### src/rtl/fetch_pc_if.sv
// Fetch PC unit bus: predictor/BTB lookup results, execute-stage resolve,
// and the redirect/training outputs back to the front end.
interface fetch_pc_if #(
  parameter int unsigned PCSIZE = 16
);
  logic              stall;
  logic              is_branch;
  logic              pred_taken;
  logic              btb_hit;
  logic [PCSIZE-1:0] btb_target;
  logic              resolve_valid;
  logic              resolve_taken;
  logic [PCSIZE-1:0] resolve_target;
  logic [PCSIZE-1:0] pc_f;
  logic              flush;
  logic [2:0]        upd_branch;
  logic [PCSIZE-1:0] pc_update;
  logic              outcome;
  logic [PCSIZE-1:0] upd_target;
  logic              q_full;
  logic              resolve_err;

  modport master (
    output stall, is_branch, pred_taken, btb_hit, btb_target,
           resolve_valid, resolve_taken, resolve_target,
    input  pc_f, flush, upd_branch, pc_update, outcome, upd_target,
           q_full, resolve_err
  );

  modport slave (
    input  stall, is_branch, pred_taken, btb_hit, btb_target,
           resolve_valid, resolve_taken, resolve_target,
    output pc_f, flush, upd_branch, pc_update, outcome, upd_target,
           q_full, resolve_err
  );
endinterface

### src/rtl/fetch_pc_unit.sv
// Fetch-stage PC generator: next-PC selection, in-order queue of predicted
// branches awaiting resolve, mispredict redirect/flush, predictor training.
module fetch_pc_unit #(
  parameter int unsigned       PCSIZE  = 16,
  parameter int unsigned       DEPTH   = 4,
  parameter logic [PCSIZE-1:0] RESETPC = '0
) (
  input logic         clk,
  input logic         rst_n,
  fetch_pc_if.slave   bus
);
  localparam int unsigned       PTRW = $clog2(DEPTH);
  localparam int unsigned       CW   = PTRW + 1;
  localparam logic [PCSIZE-1:0] FOUR = PCSIZE'(4);

  logic [PCSIZE-1:0] pc_q, pc_d;
  logic [PTRW-1:0]   head_q, head_d, tail_q, tail_d;
  logic [CW-1:0]     count_q, count_d;
  logic [PCSIZE-1:0] qpc_q  [DEPTH];
  logic [PCSIZE-1:0] qpc_d  [DEPTH];
  logic              qtake_q[DEPTH];
  logic              qtake_d[DEPTH];
  logic [PCSIZE-1:0] qtgt_q [DEPTH];
  logic [PCSIZE-1:0] qtgt_d [DEPTH];
  logic              flush_q, flush_d;
  logic              updv_q, updv_d;
  logic [PCSIZE-1:0] pc_update_q, pc_update_d;
  logic              outcome_q, outcome_d;
  logic [PCSIZE-1:0] upd_target_q, upd_target_d;
  logic              err_q, err_d;

  logic              take, q_empty, q_full, pop, push, mispredict, full_block;
  logic [PCSIZE-1:0] pc_plus4, head_pc, head_tgt, correct_pc;
  logic              head_take;

  // Prediction, queue status, mispredict detection and next-state selection
  always_comb begin
    take       = bus.is_branch & bus.pred_taken & bus.btb_hit;
    pc_plus4   = pc_q + FOUR;
    q_empty    = (count_q == '0);
    q_full     = (count_q == CW'(DEPTH));
    head_pc    = qpc_q[head_q];
    head_take  = qtake_q[head_q];
    head_tgt   = qtgt_q[head_q];
    pop        = bus.resolve_valid & ~q_empty;
    mispredict = pop & ((bus.resolve_taken != head_take) |
                        (bus.resolve_taken & (bus.resolve_target != head_tgt)));
    correct_pc = bus.resolve_taken ? bus.resolve_target : (head_pc + FOUR);
    // A same-cycle pop frees a slot, so a full queue only blocks without one
    full_block = q_full & ~pop;
    push       = bus.is_branch & ~bus.stall & ~full_block & ~mispredict;

    pc_d = pc_plus4;
    if (mispredict)                       pc_d = correct_pc;
    else if (bus.stall)                   pc_d = pc_q;
    else if (bus.is_branch && full_block) pc_d = pc_q;
    else if (take)                        pc_d = bus.btb_target;

    qpc_d   = qpc_q;
    qtake_d = qtake_q;
    qtgt_d  = qtgt_q;
    if (push) begin
      qpc_d[tail_q]   = pc_q;
      qtake_d[tail_q] = take;
      qtgt_d[tail_q]  = take ? bus.btb_target : pc_plus4;
    end

    head_d  = head_q;
    tail_d  = tail_q;
    count_d = count_q;
    if (mispredict) begin
      head_d  = '0;
      tail_d  = '0;
      count_d = '0;
    end else begin
      if (push) tail_d = tail_q + 1'b1;
      if (pop)  head_d = head_q + 1'b1;
      count_d = count_q + CW'(push) - CW'(pop);
    end

    flush_d      = mispredict;
    updv_d       = pop;
    pc_update_d  = pop ? head_pc : pc_update_q;
    outcome_d    = pop ? bus.resolve_taken : outcome_q;
    upd_target_d = pop ? bus.resolve_target : upd_target_q;
    err_d        = err_q | (bus.resolve_valid & q_empty);
  end

  // State registers, all cleared by asynchronous reset
  always_ff @(posedge clk or negedge rst_n) begin
    if (!rst_n) begin
      pc_q         <= RESETPC;
      head_q       <= '0;
      tail_q       <= '0;
      count_q      <= '0;
      for (int unsigned i = 0; i < DEPTH; i++) begin
        qpc_q[i]   <= '0;
        qtake_q[i] <= 1'b0;
        qtgt_q[i]  <= '0;
      end
      flush_q      <= 1'b0;
      updv_q       <= 1'b0;
      pc_update_q  <= '0;
      outcome_q    <= 1'b0;
      upd_target_q <= '0;
      err_q        <= 1'b0;
    end else begin
      pc_q         <= pc_d;
      head_q       <= head_d;
      tail_q       <= tail_d;
      count_q      <= count_d;
      qpc_q        <= qpc_d;
      qtake_q      <= qtake_d;
      qtgt_q       <= qtgt_d;
      flush_q      <= flush_d;
      updv_q       <= updv_d;
      pc_update_q  <= pc_update_d;
      outcome_q    <= outcome_d;
      upd_target_q <= upd_target_d;
      err_q        <= err_d;
    end
  end

  assign bus.pc_f        = pc_q;
  assign bus.flush       = flush_q;
  assign bus.upd_branch  = {2'b00, updv_q};
  assign bus.pc_update   = pc_update_q;
  assign bus.outcome     = outcome_q;
  assign bus.upd_target  = upd_target_q;
  assign bus.q_full      = q_full;
  assign bus.resolve_err = err_q;
endmodule

### src/flat_wrapper.sv
// flat-port wrapper written by rule: the top's interface ports become plain ports
module fetch_pc_unit_flat 
#(
  parameter int unsigned       PCSIZE  = 16,
  parameter int unsigned       DEPTH   = 4,
  parameter logic [PCSIZE-1:0] RESETPC = '0
)
  (clk, rst_n, bus_stall, bus_is_branch, bus_pred_taken, bus_btb_hit, bus_btb_target, bus_resolve_valid, bus_resolve_taken, bus_resolve_target, bus_pc_f, bus_flush, bus_upd_branch, bus_pc_update, bus_outcome, bus_upd_target, bus_q_full, bus_resolve_err);
  fetch_pc_if #(.PCSIZE(PCSIZE)) bus_i ();
  input logic clk;
  input logic rst_n;
  input wire logic [$bits(bus_i.stall)-1:0] bus_stall;
  input wire logic [$bits(bus_i.is_branch)-1:0] bus_is_branch;
  input wire logic [$bits(bus_i.pred_taken)-1:0] bus_pred_taken;
  input wire logic [$bits(bus_i.btb_hit)-1:0] bus_btb_hit;
  input wire logic [$bits(bus_i.btb_target)-1:0] bus_btb_target;
  input wire logic [$bits(bus_i.resolve_valid)-1:0] bus_resolve_valid;
  input wire logic [$bits(bus_i.resolve_taken)-1:0] bus_resolve_taken;
  input wire logic [$bits(bus_i.resolve_target)-1:0] bus_resolve_target;
  output wire logic [$bits(bus_i.pc_f)-1:0] bus_pc_f;
  output wire logic [$bits(bus_i.flush)-1:0] bus_flush;
  output wire logic [$bits(bus_i.upd_branch)-1:0] bus_upd_branch;
  output wire logic [$bits(bus_i.pc_update)-1:0] bus_pc_update;
  output wire logic [$bits(bus_i.outcome)-1:0] bus_outcome;
  output wire logic [$bits(bus_i.upd_target)-1:0] bus_upd_target;
  output wire logic [$bits(bus_i.q_full)-1:0] bus_q_full;
  output wire logic [$bits(bus_i.resolve_err)-1:0] bus_resolve_err;
  assign bus_i.stall = bus_stall;
  assign bus_i.is_branch = bus_is_branch;
  assign bus_i.pred_taken = bus_pred_taken;
  assign bus_i.btb_hit = bus_btb_hit;
  assign bus_i.btb_target = bus_btb_target;
  assign bus_i.resolve_valid = bus_resolve_valid;
  assign bus_i.resolve_taken = bus_resolve_taken;
  assign bus_i.resolve_target = bus_resolve_target;
  assign bus_pc_f = bus_i.pc_f;
  assign bus_flush = bus_i.flush;
  assign bus_upd_branch = bus_i.upd_branch;
  assign bus_pc_update = bus_i.pc_update;
  assign bus_outcome = bus_i.outcome;
  assign bus_upd_target = bus_i.upd_target;
  assign bus_q_full = bus_i.q_full;
  assign bus_resolve_err = bus_i.resolve_err;
  fetch_pc_unit #(.PCSIZE(PCSIZE), .DEPTH(DEPTH), .RESETPC(RESETPC)) u_core (.clk(clk), .rst_n(rst_n), .bus(bus_i));
endmodule
### config.mk
export PLATFORM = sky130hd
export DESIGN_NAME = fetch_pc_unit_flat
export DESIGN_NICKNAME = d
export VERILOG_FILES = /design/src/rtl/fetch_pc_if.sv /design/src/rtl/fetch_pc_unit.sv /design/src/flat_wrapper.sv
export SDC_FILE = /design/constraint.sdc
export NUM_CORES = 1
export LEC_CHECK = 0
export ABC_AREA = 1
export CORE_ASPECT_RATIO = 0.6
export CORE_MARGIN = 5
export CORE_UTILIZATION = 25
export DETAILED_ROUTE_END_ITERATION = 7
export GPL_ROUTABILITY_DRIVEN = 0
export GPL_TIMING_DRIVEN = 1
export PLACE_DENSITY = 0.45
export SYNTH_ARGS = -nofsm -noshare
export SYNTH_HDL_FRONTEND = slang
export SYNTH_SLANG_ARGS = --single-unit
export TNS_END_PERCENT = 10
### constraint.sdc
create_clock -name clk -period 2.4 [get_ports clk]
set_input_delay 0.48 -clock clk [delete_from_list [all_inputs] [get_ports clk]]
set_output_delay 0.48 -clock clk [all_outputs]
set_load 0.02 [all_outputs]
==> results of run 1 <==
## kinds of logic (layout without fill, tap and decap cells)
group                      after synthesis  count (layout)  synth area share
DFF                                    191             191             0.491
adders and majority gates                9               9            0.0123
AOI/OAI and AO/OA                      193             193             0.104
xor gates and xnor gates                16              16            0.0144
buffers and inverters                  160             334            0.0791
other                                    1               2          0.000385
and+or+nand+nor                        721             721             0.299
## metal layers
metal / GRT usage / part of all wire
met5: 0.0225 / 0.0036
met4: 0.0308 / 0.0096
met3: 0.0414 / 0.075
met2: 0.208 / 0.37
met1: 0.272 / 0.54
## stage by stage
| step | setup TNS [ps] | area [um^2] | power (mW) |
|---|---|---|---|
| finish | -19740 | 13400 | 17.9 |
| global route | -42870 | 13400 | 19.2 |
| CTS | -14530 | 13000 | 17.5 |
| detailed placement | -53350 | 11900 | 13.6 |
| global placement | -53020 | 11900 | 13.5 |
| floorplan | -254 | 9770 | 9.92 |
## synthesized netlist by cell type (all sizes together)
library cell / n / area, um^2
a21oi: 7 / 42.5
a32o: 2 / 20.0
and2: 3 / 18.8
buf: 51 / 362
clkbuf: 21 / 78.8
clkinv: 1 / 3.75
conb: 1 / 3.75
dfrtp: 191 / 4780
fa: 1 / 20.0
ha: 8 / 100
inv: 87 / 327
nand2: 557 / 2100
nand3: 117 / 611
nand4: 2 / 12.5
nor2: 38 / 145
nor3: 3 / 15.0
o21a: 1 / 7.51
o21ai: 181 / 932
o21bai: 1 / 7.51
o22ai: 1 / 6.26
or2: 1 / 6.26
xnor2: 1 / 8.76
xor2: 15 / 131
## flip-flops by register name, indices dropped and copies added, names as in the netlist
register and count:
u_core.bus.outcome 1, u_core.bus.resolve_err 1, u_core.bus.pc_update 16, u_core.qtake_q 4
u_core.count_q 3, u_core.qtgt_q 64, u_core.bus.upd_target 16, u_core.qpc_q 64
u_core.head_q 2, u_core.tail_q 2, u_core.updv_q 1, u_core.bus.flush 1
u_core.bus.pc_f 16
## placed cells by master, fill, tap and decap left out, types with 3 or more instances in the layout
master and count:
nand2_1 526, dfrtp_1 189, o21ai_1 118, clkdlybuf4s50_1 90
buf_4 86, inv_1 82, nand3_1 64, o21ai_0 53
nand3_2 41, nor2_1 26, nand2_2 24, buf_12 21
clkbuf_16 20, xor2_1 15, nand3_4 12, o21ai_2 10
buf_6 9, nor2_2 8, nand2_4 7, ha_1 6
a21oi_1 5, nor2_4 4, clkbuf_8 4, nor3_1 3
bufinv_16 3, clkinv_4 3
## worst paths after layout
path | startpoint | to | slack [ps] | depth (start not counted)
worst max-delay path | u_core.head_q[0] | u_core.count_q[2] | -290 | 19
worst min-delay path | rst_n | u_core.qpc_q[40] | 10 | 1
worst max register to register | u_core.head_q[0] | u_core.count_q[2] | -290 | 19
worst min register to register | u_core.bus.outcome | u_core.bus.outcome | 490 | 2
max in group asynchronous | rst_n | u_core.qtgt_q[19] | 1730 | 2
min in group clk | u_core.bus.outcome | u_core.bus.outcome | 490 | 2
## worst max-delay path, cell delays in order (launching register included)
cell and delay (ps):
dfrtp_2 460, inv_8 80, buf_12 130, buf_12 120
buf_6 110, nand2_2 50, nand3_2 60, nand2_2 100
xor2_1 140, nand2_1 60, nor2_1 110, nand3_2 120
nand2_4 130, inv_4 50, nor2_4 130, ha_4 150
inv_2 30, fa_2 320, xor2_1 170, nor2_1 60
## area by class of cell
cell class | count | area [um^2] | area share
flip-flops and latches | 191 | 4780 | 0.358
multi-input cells | 941 | 4710 | 0.353
repair buffers | 214 | 2240 | 0.168
well taps | 522 | 653 | 0.0489
clock buffers | 21 | 470 | 0.0352
inverters | 88 | 343 | 0.0257
clock inverters | 11 | 154 | 0.0115
## power by group
group	internal [mW]	switching (mW)	total, mW
logic	3.89	5.46	9.35
registers	4.55	0.936	5.49
clock network	1.74	1.35	3.09
## repair_timing
item / 4_1_cts / 5_1_grt
cloned: 4 / 3
gates resized for setup: 90 / 68
endpoints found under the setup margin: 152 / 152
pin swaps: 17 / 19
setup buffers: 6 / 4
==> key figures, run 1 <==
Status
  • Status: finished with violations
  • Violated checks: negative setup slack

Global route
  • Vias in the first global route: 8359
  • Grt total ovfl: 0
  • Overall Global Routing Usage: 0.165
  • Largest net degree at the start of global routing: 67
  • Antenna violations before repair: 2
  • First-pass GRT wire length: 53700 um

Route
  • DR pass1 iterations: 6
  • Via count: 9014
  • DR WL/cell: 18.1 um
  • # DRC: 0
  • Antenna-violating nets left: 0
  • Detail-routed via count per cell: 4.53
  • Post-Route WL: 36000 um
  • Iter 0 DRT Violations: 840

Critical path
  • Crit path DAT: 3040 ps
  • Critical Path RT: 2740 ps
  • Critical path endpoint category: flip-flop
  • CP startpoint kind: flip-flop
  • CP Class: reg2reg
  • Crit path max fanout: 6

Yosys
  • Distinct cell type count after synthesis: 35
  • Post-synthesis cell area: 9740 um^2
  • Sequential share of the synthesized area: 0.491
  • Syn Inst Count: 1291
  • Synth warn: 0
  • Syn_area_per_cell: 7.54 um^2
  • FF+latch count, synth: 191

Final layout
  • Final std cells w/o fill: 1988
  • Fillers: 4082
  • Core Util, Final: 0.345
  • # nets final: 1502
  • Area grow syn2layout: 37.1%
  • Fraction of layout cells with a size suffix above 1: 0.186
  • Antenna Diode Count: 0

Timing
  • Final Cycle Share: 1.12
  • Hold Slack: 10.1 ps
  • Final hold vios: 0
  • Final Max Slew Viols: 0
  • Clock skew: 11.9 ps
  • Worst slew pin tran: 781 ps
  • Final worst slack: -294 ps
  • Worst rel slew slack: 0.474
  • Fmax: 371 MHz
  • Setup Viol. Count Final: 149
  • Tmin final: 2690 ps
  • RSZ-0062 raised after global routing: true

Clock tree
  • Clock sink count: 191
  • Clk buf depth: 2
  • TritonCTS buffer count: 17
  • CTS tree: done
  • Htree depth: 4
  • # hold bufs at CTS: 0
  • Worst-path clk slew: 80 ps
  • Root buffer cell: clkbuf_16
  • Clk_lat worst skew: 450 ps

Floorplanning
  • Core ar.: 38700 um^2
  • Die H: 163 um
  • I/O Pins: 95
  • Starting Density: 0.251
  • DIE AREA: 43100 um^2
  • Die width: 265 um
  • Num rows: 56

Pwr
  • Power Density: 1340 nW/um^2
  • VDD IR max: 0.000377 V
  • LEAKAGE: 6.28 nW

Place
  • Dpl ws: -509 ps
  • IO buf count: 92
  • Dpl cells: 1943
  • HPWL Detailed: 26000 um

Flow run
  • Max-cap viol count: 0

Hold path
  • Hold Path Class: in2async
No activity file was read; power rests on OpenSTA's default activity.
==> run 2: changes to the inputs <==
Settings changed: CTS_BUF_LIST set to sky130_fd_sc_hd__clkbuf_16.
==> run 2 against run 1 <==
Effect of this change:
- the run still ends with negative setup slack left
- utilization decreased by 0.10 points
- combinational power about the same
- global-route usage down 0.065 points
- routed wire length barely moved
- critical path depth unchanged
- sequential power barely moved
- cell count unchanged
- clock-buffer cell count shrank 4
- die area did not move
- sequential share of layout area rose by 0.11 points
- register-to-register slack barely moved
- design area down 0.30%
- critical endpoint unchanged
==> key figures, run 2 (synthesized netlist as in run 1, its figures left out) <==
Critical path
  • FF-to-FF path depth: 19
  • Crit path DAT: 3040 ps
  • Worst Setup SP: u_core.head_q[0]
  • CP startpoint kind: flip-flop
  • Critical Path RT: 2740 ps
  • R2R setup slack: -300 ps
  • Reg2reg end: u_core.count_q[2]
  • Reg2Reg Launch Point: u_core.head_q[0]
  • CP Class: reg2reg
  • Critical path endpoint category: flip-flop
  • Crit path max fanout: 6
  • Crit path to: u_core.count_q[2]

Status
  • Status: finished with violations
  • Violated checks: negative setup slack

Route
  • # DRC: 0
  • Via count: 9065
  • Top Metal Used: met5
  • Met3 Routed Length: 2820 um
  • Detail-routed via count per cell: 4.56
  • Iter 0 DRT Violations: 877
  • DR WL/cell: 18.1 um
  • Met2 wire len: 13400 um
  • Post-Route WL: 36000 um
  • DR pass1 iterations: 5
  • Antenna-violating nets left: 0
  • DRT met1 WL: 19400 um

Final layout
  • Area occupied by multi-input gates: 4700 um^2
  • Fillers: 4083
  • Fraction of layout cells with a size suffix above 1: 0.182
  • Core Util, Final: 0.344
  • Finished layout cell area: 13300 um^2
  • Most frequent cells in the layout: nand2_1 (528), dfrtp_1 (189), o21ai_1 (118)
  • Antenna Diode Count: 0
  • Largest regs: u_core.qpc_q (64), u_core.qtgt_q (64)
  • Area grow syn2layout: 36.7%
  • Most common cell after layout, fill and taps aside: nand2_1
  • FF+latch area: 4780 um^2
  • # nets final: 1502

Timing
  • Tmin final: 2700 ps
  • Final worst slack: -302 ps
  • Worst slew pin tran: 787 ps
  • Setup Viol. Count Final: 151
  • RSZ-0062 raised after global routing: true
  • Clock skew: 13.3 ps
  • Fmax: 370 MHz
  • Final Max Slew Viols: 0
  • Final Cycle Share: 1.13
  • Worst rel slew slack: 0.470
  • Final hold vios: 0

Clock tree
  • Clk buf depth: 2
  • CTS tree: done
  • Root buffer cell: clkbuf_16
  • Worst-path clk slew: 70 ps
  • Clock sink count: 191
  • # hold bufs at CTS: 0
  • Htree depth: 4
  • Clk_lat worst skew: 450 ps
  • TritonCTS buffer count: 17

Global route
  • Antenna violations before repair: 1
  • Overall Global Routing Usage: 0.164
  • First-pass GRT wire length: 53500 um
  • Vias in the first global route: 8322
  • Grt total ovfl: 0
  • Largest net degree at the start of global routing: 67

Pwr
  • Overall power: 17.8 mW
  • Power Density: 1340 nW/um^2
  • LEAKAGE: 6.26 nW
  • VDD IR max: 0.000374 V

Flow run
  • Max-cap viol count: 0

Floorplanning
  • Num rows: 56
  • Starting Density: 0.251
  • Core ar.: 38700 um^2
  • I/O Pins: 95
  • DIE AREA: 43100 um^2
  • Die H: 163 um
  • Die width: 265 um

Place
  • Dpl ws: -509 ps
  • Cell Area, Placed: 11900 um^2
  • IO buf count: 92
  • HPWL Detailed: 26000 um

Hold path
  • Hold Path Class: in2async
run 2: cell types whose count changed in the layout (fill, tap and decap cells not counted), sizes merged:
| cell | before | now |
|---|---|---|
| clkinv | 5 | 8 |
| inv | 89 | 90 |
| clkbuf | 25 | 21 |
run 2: layer usage:
| layer | global-route usage | vias to the layer above |
|---|---|---|
| li1 | - | 4432 |
| met3 | 0.0388 | 16 |
| met2 | 0.209 | 277 |
| met5 | 0.0225 | - |
| met4 | 0.0263 | 2 |
| met1 | 0.273 | 4338 |
run 2: metrics by stage:
step                      hold slack, ps  TNS [ps]  std cells
after floorplan                      184      -254       1292
after CTS                           30.2    -14510       1984
after global placement               465    -53020       1943
after detailed placement             467    -53350       1943
after global routing                52.1    -42940       1988
final                               19.1    -21490       1988
run 2: power breakdown:
group	switching, mW	internal, mW	leakage, nW
Clock	1.36	1.64	0.288
Sequential	0.931	4.55	2.50
Combinational	5.46	3.88	3.48
run 2: cell type report:
cell class / count / area share
clock buffers: 17 / 0.0320
clock inverters: 15 / 0.0127
inverters: 88 / 0.0258
multi-input cells: 941 / 0.353
flip-flops and latches: 191 / 0.359
well taps: 522 / 0.0491
repair buffers: 214 / 0.168
run 2: how the worst min path moves through the flow:
stage                      startpoint                       end  slack [ps]  depth (start not counted)
3_5_place_dp   u_core.bus.resolve_err    u_core.bus.resolve_err         470                          1
6_report                        rst_n  u_core.bus.pc_update[10]          20                          1
5_1_grt                         rst_n  u_core.bus.pc_update[10]          50                          1
2_1_floorplan                   rst_n          u_core.bus.flush         180                          0
4_1_cts                         rst_n  u_core.bus.pc_update[10]          30                          1
3_3_place_gp        u_core.qtgt_q[55]         u_core.qtgt_q[55]         470                          2
run 2: what timing repair did:
item,in CTS,in global routing
setup endpoints to repair,152,152
pin swaps,17,19
resized for setup,90,65
gates cloned,4,3
setup buffers,6,3
hold endpoints to repair,0,0
run 2: critical path: stages, from the launching register on:
cell	delay [ps]
dfrtp_2	460
inv_8	80
buf_12	130
buf_12	120
buf_6	110
nand2_2	50
nand3_2	60
nand2_2	110
xor2_1	150
nand2_1	60
nor2_1	110
nand3_2	120
nand2_4	130
inv_4	50
nor2_4	130
ha_4	150
inv_2	30
fa_2	320
xor2_1	170
nor2_1	60
==> run 3: changes to the inputs <==
Settings changed: CORE_UTILIZATION 25 to 52, PLACE_DENSITY 0.45 to unset, PLACE_DENSITY_LB_ADDON set to 0.08, REMOVE_ABC_BUFFERS set to 1.
==> run 3 against run 2 <==
Effect of this change:
- the run still ends with negative setup slack left
- die area down 50%
- power down 5.8%
- design area down 6.5%
- utilization up 34 points
- clock skew down 5.5 ps
- critical path type unchanged
- highest routed layer is now met4
==> key figures, run 3 (synthesized netlist as in run 1, its figures left out) <==
Status
  • Status: finished with violations
  • Violated checks: negative setup slack

Final layout
  • Fraction of layout cells with a size suffix above 1: 0.150
  • Largest regs: u_core.qpc_q (64), u_core.qtgt_q (64)
  • Most common cell after layout, fill and taps aside: nand2_1
  • Most frequent cells in the layout: nand2_1 (537), dfrtp_1 (190), o21ai_1 (117)
  • Fillers: 1563
  • Core Util, Final: 0.684
  • # nets final: 1487
  • Antenna Diode Count: 0
  • Area grow syn2layout: 27.8%
  • Finished layout cell area: 12400 um^2

Clock tree
  • Htree depth: 4
  • Clock sink count: 191
  • # hold bufs at CTS: 0
  • Clk_lat worst skew: 440 ps
  • CTS tree: done
  • TritonCTS buffer count: 17
  • Clk buf depth: 2
  • Root buffer cell: clkbuf_16
  • Worst-path clk slew: 70 ps

Critical path
  • FF-to-FF path depth: 18
  • Max stage delay on crit path: 510 ps
  • Critical path endpoint category: flip-flop
  • Critical Path RT: 2730 ps
  • Crit path max fanout: 6
  • CP delay by family, top: simple AND/OR/NAND/NOR gates
  • Crit path DAT: 3040 ps
  • Reg2Reg Launch Point: u_core.head_q[0]
  • Critical path's most frequent cell: nand2_2
  • CP Class: reg2reg
  • CP Buf/Inv Count: 4
  • R2R setup slack: -310 ps
  • Reg2reg end: u_core.count_q[1]
  • Critical path, cell by cell: inv_8 -> buf_12 -> nand2_1 -> nand3_2 -> nand2_2 -> nand2_2 -> nand2_2 -> nor2_4 -> nand2_2 -> nor2_2 -> nand3_2 -> nand2_4 -> inv_2 -> nor2_4 -> ha_4 -> inv_2 -> fa_2 -> nor2_1
  • Crit-path slowest cell: fa_2
  • CP startpoint kind: flip-flop

Timing
  • Worst slew pin tran: 535 ps
  • Final Max Slew Viols: 0
  • Final worst slack: -309 ps
  • Setup Viol. Count Final: 151
  • Worst rel slew slack: 0.643
  • Tmin final: 2710 ps
  • Clock skew: 7.78 ps
  • RSZ-0062 raised after global routing: true
  • Final hold vios: 0
  • Final Cycle Share: 1.13
  • Fmax: 369 MHz

Place
  • IO buf count: 92
  • HPWL Detailed: 20500 um
  • Cell Area, Placed: 11400 um^2

Pwr
  • LEAKAGE: 6.07 nW
  • Power Density: 1350 nW/um^2
  • Overall power: 16.8 mW
  • VDD IR max: 0.000632 V

Route
  • Detail-routed via count per cell: 5.46
  • Post-Route WL: 31000 um
  • # DRC: 0
  • DR WL/cell: 18.3 um
  • Iter 0 DRT Violations: 1038
  • Via count: 9240
  • Antenna-violating nets left: 0
  • DR pass1 iterations: 6

Floorplanning
  • Starting Density: 0.535
  • Die H: 116 um
  • Die width: 187 um
  • I/O Pins: 95
  • Core ar.: 18200 um^2
  • DIE AREA: 21700 um^2
  • Num rows: 38

Hold path
  • Hold Path Class: in2async

Global route
  • Grt total ovfl: 0
  • First-pass GRT wire length: 48600 um
  • Overall Global Routing Usage: 0.287
  • Largest net degree at the start of global routing: 67
  • Antenna violations before repair: 0
  • Vias in the first global route: 8775

Flow run
  • Max-cap viol count: 0
==> run 3: layout make-up <==
type | count | area, um^2 | area share
Inverter | 88 | 338 | 0.0271
Clock buffer | 17 | 425 | 0.0342
Timing Repair Buffer | 199 | 1970 | 0.158
Clock inverter | 15 | 176 | 0.0142
Multi-Input combinational cell | 941 | 4460 | 0.358
Tap cell | 240 | 300 | 0.0241
Sequential cell | 191 | 4780 | 0.384
==> run 3: worst max path at each step <==
stage               depth (start not counted)  slack (ps)                 to                  start
floorplan                                  12       -1960   u_core.qpc_q[48]       u_core.head_q[0]
global route                               18        -410  u_core.count_q[1]       u_core.head_q[0]
CTS                                        18        -230  u_core.count_q[2]       u_core.head_q[0]
finish                                     18        -310  u_core.count_q[1]       u_core.head_q[0]
detailed placement                         16        -440  u_core.count_q[2]  bus_resolve_target[2]
global placement                           16        -400  u_core.count_q[2]  bus_resolve_target[2]
==> run 3: per-stage QoR <==
step	instances	setup WS, ps	setup TNS, ps	hold WS (ps)
3_3_place_gp	1649	-402	-35490	464
5_1_grt	1691	-414	-45760	38.9
2_1_floorplan	1220	-1960	-278100	184
4_1_cts	1688	-227	-18310	29.8
3_5_place_dp	1649	-444	-42950	463
6_report	1691	-309	-27090	20.6
==> run 3: timing repair <==
action	4_1_cts	5_1_grt
setup endpoints to repair	150	155
pin swaps	9	23
buffers inserted	4	3
gates cloned	3	2
gates resized for setup	17	68
==> run 3: metal layers <==
| layer | GRT usage | vias to the layer above | part of all wire |
|---|---|---|---|
| met5 | 0 | - | 0 |
| met4 | 0.0849 | 0 | 0.019 |
| met3 | 0.0807 | 49 | 0.10 |
| met2 | 0.417 | 459 | 0.43 |
| met1 | 0.422 | 4337 | 0.45 |
| li1 | - | 4395 | - |
==> run 3: where the power goes <==
group | switching (mW) | leakage, nW | internal, mW
clock network | 1.26 | 0.290 | 1.72
registers | 0.899 | 2.50 | 4.55
logic | 5.00 | 3.29 | 3.35
